File: config.mk
export PLATFORM = sky130hd
export DESIGN_NAME = digit_serial_adder
export DESIGN_NICKNAME = d
export VERILOG_FILES = /design/src/rtl/digit_serial_adder.sv
export SDC_FILE = /design/constraint.sdc
export NUM_CORES = 1
export LEC_CHECK = 0
export ABC_AREA = 1
export CAP_MARGIN = 10
export CORE_MARGIN = 2
export CORE_UTILIZATION = 54
export DETAILED_ROUTE_END_ITERATION = 6
export GPL_TIMING_DRIVEN = 0
export PLACE_DENSITY_LB_ADDON = 0.05
export SLEW_MARGIN = 20
export SYNTH_ARGS = -nofsm -noshare
export SYNTH_HDL_FRONTEND = slang
export SYNTH_SLANG_ARGS = --single-unit
export TNS_END_PERCENT = 1
File: constraint.sdc
create_clock -name clk -period 3.94 [get_ports clk]
set_input_delay 0.394 -clock clk [delete_from_list [all_inputs] [get_ports clk]]
set_output_delay 0.394 -clock clk [all_outputs]
set_load 0.005 [all_outputs]
File: src/rtl/digit_serial_adder.sv
// Digit-serial WIDTH-bit adder/subtractor: DIGIT bits per clock through a registered carry,
// with valid/ready handshakes on both sides and carry-out / signed-overflow reporting.
module digit_serial_adder #(
  parameter int WIDTH = 16,
  parameter int DIGIT = 4
) (
  input  logic             clk,
  input  logic             rst,
  input  logic             in_valid,
  output logic             in_ready,
  input  logic [WIDTH-1:0] a,
  input  logic [WIDTH-1:0] b,
  input  logic             sub,
  output logic             out_valid,
  input  logic             out_ready,
  output logic [WIDTH-1:0] sum,
  output logic             cout,
  output logic             ovf
);

  localparam int NDIG  = WIDTH / DIGIT;
  localparam int CNT_W = (NDIG > 1) ? $clog2(NDIG) : 1;
  localparam int IDX_W = $clog2(WIDTH) + 1;

  typedef enum logic [1:0] {
    ST_IDLE = 2'd0,
    ST_CALC = 2'd1,
    ST_DONE = 2'd2
  } state_t;

  state_t             state_r;
  state_t             state_nxt_s;
  logic [WIDTH-1:0]   a_r;
  logic [WIDTH-1:0]   b_r;
  logic               carry_r;
  logic [CNT_W-1:0]   cnt_r;
  logic [WIDTH-1:0]   sum_r;
  logic               cout_r;
  logic               ovf_r;
  logic               in_ready_r;
  logic               out_valid_r;

  logic               accept_s;
  logic               last_dig_s;
  logic [IDX_W-1:0]   digit_base_s;
  logic [DIGIT-1:0]   a_dig_s;
  logic [DIGIT-1:0]   b_dig_s;
  logic [DIGIT+1:0]   add_res_s;

  // Result layout: {carry out, carry into digit MSB, digit sum}. The carry into the MSB
  // is recovered as x^y^s at the top bit, which also works for single-bit digits.
  function automatic logic [DIGIT+1:0] add_digit(
    input logic [DIGIT-1:0] x,
    input logic [DIGIT-1:0] y,
    input logic             cin
  );
    logic [DIGIT:0] t;
    t = {1'b0, x} + {1'b0, y} + {{DIGIT{1'b0}}, cin};
    return {t[DIGIT], x[DIGIT-1] ^ y[DIGIT-1] ^ t[DIGIT-1], t[DIGIT-1:0]};
  endfunction

  // Digit datapath: select the current digit of each operand and add it.
  always_comb begin
    accept_s     = in_valid & in_ready_r;
    last_dig_s   = (cnt_r == CNT_W'(NDIG - 1));
    digit_base_s = IDX_W'(cnt_r) * IDX_W'(DIGIT);
    a_dig_s      = a_r[digit_base_s +: DIGIT];
    b_dig_s      = b_r[digit_base_s +: DIGIT];
    add_res_s    = add_digit(a_dig_s, b_dig_s, carry_r);
  end

  // Next-state logic for the IDLE -> CALC -> DONE handshake sequence.
  always_comb begin
    state_nxt_s = state_r;
    case (state_r)
      ST_IDLE: begin
        if (accept_s) begin
          state_nxt_s = ST_CALC;
        end else begin
          state_nxt_s = ST_IDLE;
        end
      end
      ST_CALC: begin
        if (last_dig_s) begin
          state_nxt_s = ST_DONE;
        end else begin
          state_nxt_s = ST_CALC;
        end
      end
      ST_DONE: begin
        if (out_ready) begin
          state_nxt_s = ST_IDLE;
        end else begin
          state_nxt_s = ST_DONE;
        end
      end
      default: state_nxt_s = ST_IDLE;
    endcase
  end

  // State, handshake flags and datapath registers.
  always_ff @(posedge clk) begin
    if (rst) begin
      state_r     <= ST_IDLE;
      in_ready_r  <= 1'b1;
      out_valid_r <= 1'b0;
      a_r         <= {WIDTH{1'b0}};
      b_r         <= {WIDTH{1'b0}};
      carry_r     <= 1'b0;
      cnt_r       <= {CNT_W{1'b0}};
      sum_r       <= {WIDTH{1'b0}};
      cout_r      <= 1'b0;
      ovf_r       <= 1'b0;
    end else begin
      state_r     <= state_nxt_s;
      in_ready_r  <= (state_nxt_s == ST_IDLE);
      out_valid_r <= (state_nxt_s == ST_DONE);
      case (state_r)
        ST_IDLE: begin
          if (accept_s) begin
            // Subtraction is a + ~b + 1: invert b here and seed the carry with sub.
            a_r     <= a;
            b_r     <= sub ? ~b : b;
            carry_r <= sub;
            cnt_r   <= {CNT_W{1'b0}};
          end
        end
        ST_CALC: begin
          sum_r[digit_base_s +: DIGIT] <= add_res_s[DIGIT-1:0];
          carry_r                      <= add_res_s[DIGIT+1];
          if (last_dig_s) begin
            cout_r <= add_res_s[DIGIT+1];
            ovf_r  <= add_res_s[DIGIT+1] ^ add_res_s[DIGIT];
            cnt_r  <= {CNT_W{1'b0}};
          end else begin
            cnt_r  <= cnt_r + CNT_W'(1);
          end
        end
        default: begin
        end
      endcase
    end
  end

  assign in_ready  = in_ready_r;
  assign out_valid = out_valid_r;
  assign sum       = sum_r;
  assign cout      = cout_r;
  assign ovf       = ovf_r;

endmodule

==> impl_metrics.csv <==
group,metric,value,unit
outcome,status,"finished, final reports clean",
cells_and_area,area_growth,30.1,%
sta,finClkSkew,0.00365,ns
cells_and_area,nFillCells,393,
synth,synth_fa_ha_area_frac,0.0568,
global_routing,antenna_found_initial,0,
cts,post_cts_buffers,0,
synth,synth_compound_area_frac,0.187,
floorplanning,chipWidth,74.6,um
cts,tritoncts,"done",
worst_setup_path,reg2reg_from,"cnt_r[1]",
synth,synthTopCellsByCount,"nor2_1 (76), dfxtp_1 (57), nand2_1 (38)",
cells_and_area,finalInstanceArea,3500,um^2
routing,drc,0,
floorplanning,die_area,5560,um^2
cts,cts-resized-gates,0,
worst_setup_path,cp_slowest_cell,"fa_1",
cts,clkTransAtPathRegs,0.06,ns
routing,num_vias,2485,
place,pre_cts_ws,1.08,ns
power,peakVddDrop,0.226,mV
worst_setup_path,crit_buf_inv,2,
synth,synth-async-reset-ratio,0,
sta,fin_tns_setup,0,ns
floorplanning,rows,25,
sta,setup_ws,1.03,ns
sta,slew_viol_final,0,
global_routing,grt_pass1_wl,10200,um
sta,finalCriticalPeriod,2.91,ns
sta,max_freq,344,MHz
power,p_clk_frac,0.332,
power,power.share.switching,0.305,
synth,synth.ff_latch_count,57,
worst_setup_path,cp-end-kind,"flop",
job,maxCapViolations,0,
worst_hold_path,min-delay-start,"sub",
global_routing,grt_pass1_vias,2337,
place,hpwl,4510,um
routing,drt-initial-drc-count,139,
synth,netlist_area,2690,um^2
floorplanning,core,4750,um^2
sta,setup_viol,0,
worst_hold_path,hp-class,"input port to flop",
synth,syn-num-nets,385,
worst_setup_path,cp_top_family,"adder cells",
routing,viasPerCell,5.23,
synth,yosysTopAreaCell,"dfxtp_1",
synth,yosysWarnings,0,
floorplanning,initial_utilization,0.566,
floorplanning,die_h,74.6,um
worst_setup_path,start_kind,"flop",
synth,syn_avg_cell_area,7.98,um^2
routing,wl_per_cell,12.9,um
cts,cts_hold_buffers,0,
global_routing,grt-ovfl-total,0,
worst_setup_path,startpoint,"cnt_r[1]",
worst_setup_path,path_cells,"clkbuf_1 -> inv_1 -> o21ai_0 -> o22ai_1 -> fa_1 -> fa_1 -> xor2_1 -> nand2_1 -> nor2_1 -> a22oi_1 -> nor2_1",
global_routing,grt_use_total,0.243,
cells_and_area,layout.cells.non_filler,475,
place,dp_cells,459,
synth,synth_xor_area_frac,0.0554,
place,gp_congestion,0.871,
routing,firstDrtPassIters,4,
global_routing,grt_start_max_net_pins,13,
floorplanning,ios,57,
cts,cts_sinks,57,
place,post_dp_cell_area,3320,um^2
cts,clock_path_buffers,2,
synth,yosys.area.top_type_share,0.424,
synth,synthMuxAreaShare,0,
synth,seq_area_frac_synth,0.424,
synth,yosysMostFrequentCell,"nor2_1",
sta,finalCritPeriodShare,0.739,
power,power,1470,uW
sta,slew_headroom,0.620,
worst_setup_path,arrival,3.19,ns
synth,yosys-top-cells-area,"dfxtp_1 (42%), nor2_1 (11%), o21ai_0 (6.3%)",
cts,htreeDepth,3,
worst_setup_path,path_max_fanout,11,
synth,synth_edf_count,0,
cts,clockRootBuffer,"clkbuf_8",
power,p_leak,0.00137,uW
routing,antenna_left,0,
power,combPwrFrac,0.230,
cells_and_area,n_antenna_cell,0,
cts,clock_latency,0.34,ns
power,power.switching,449,uW
power,p_per_area,421,nW/um^2
sta,hold_violations,0,
synth,synth.distinct_cells,31,
power,seqPwrFrac,0.439,
cts,numCtsBuffers,9,
worst_setup_path,critPathKind,"flop to flop",
cells_and_area,layout.nets,451,
sta,rsz0062_at_grt,"no",
synth,synth_top_family_by_area,"simple AND/OR/NAND/NOR gates",
sta,tightest_slew,0.570,ns
worst_setup_path,cp.required,4.22,ns
worst_setup_path,max_stage_delay,0.47,ns
place,io_buffers,55,
routing,wirelength,6150,um
power,internal_power,1020,uW
synth,postSynthCellCount,337,
cells_and_area,drive_gt1_frac,0.0858,
synth,synth-main-ff-cell,"dfxtp_1",
synth,yosys.area_share.simple,0.213,
-- worst register-to-register path, delay by kind of cell (launching register included) --
family	cells	cell delay, ns
buffers and inverters	2	0.58
AOI/OAI and AO/OA	3	0.33
and+or+nand+nor	3	0.32
xor gates and xnor gates	1	0.32
DFF	1	0.39
adders and majority gates	2	0.90
-- sequential cells by signal (all words and copies together) (netlist names) --
register,cells
sum,16
ovf,1
b_r,16
in_ready,1
state_r,2
cout,1
a_r,16
out_valid,1
carry_r,1
cnt_r,2
-- metal layers --
layer	part of all wire	GRT usage	vias up
li1	-	-	1262
met1	0.43	0.294	1132
met2	0.50	0.410	82
met3	0.051	0.0434	9
met4	0.018	0.129	0
met5	0	0	-
-- power by group through the flow --
stage / registers, uW / clock network, uW / logic [uW]
2_1_floorplan: 651 / 0 / 227
3_3_place_gp: 656 / 0 / 327
3_5_place_dp: 657 / 0 / 335
4_1_cts: 645 / 491 / 337
5_1_grt: 650 / 515 / 379
6_report: 646 / 489 / 338
-- path summary, 6_finish.rpt --
path	slack (ns)	cells past startpoint	to
worst max-delay path	1.03	11	sum[6]
worst min-delay path	0.44	3	b_r[0]
worst max register to register	1.03	11	sum[6]
worst min register to register	0.46	2	sum[13]
-- logic make-up (layout without fill, tap and decap cells) --
| kind of cell | after synthesis | count (layout) |
|---|---|---|
| compound gates | 85 | 85 |
| simple gates | 133 | 133 |
| flops | 57 | 57 |
| buf+inv | 34 | 105 |
| fa+ha+maj | 11 | 11 |
| xor+xnor | 17 | 17 |
-- final cells by class --
| type | count | area (um^2) | area share |
|---|---|---|---|
| Buffer | 18 | 111 | 0.0318 |
| Multi-Input combinational cell | 246 | 1380 | 0.394 |
| Clock inverter | 3 | 15.0 | 0.00429 |
| Sequential cell | 57 | 1140 | 0.326 |
| Tap cell | 67 | 83.8 | 0.0240 |
| Clock buffer | 13 | 159 | 0.0454 |
| Timing Repair Buffer | 55 | 551 | 0.157 |
| Inverter | 16 | 60.1 | 0.0172 |
-- stage by stage --
step	util	hold WS [ns]
finish	0.736	0.442
global route	0.736	0.475
CTS	0.736	0.443
detailed placement	0.699	0.455
global placement	0.699	0.452
floorplan	-	0.460
-- cell usage in the layout, fill, tap and decap left out, types with 8 or more instances in the layout --
cell type,count
clkbuf_8,11
clkdlybuf4s50_1,55
dfxtp_1,57
nor2_1,76
xnor2_1,16
a211oi_1,15
ha_1,9
clkbuf_1,8
nand3_1,8
nand2_1,38
o22ai_1,8
a21oi_1,20
o21ai_0,34
inv_1,13
No activity file was read; power rests on OpenSTA's default activity.
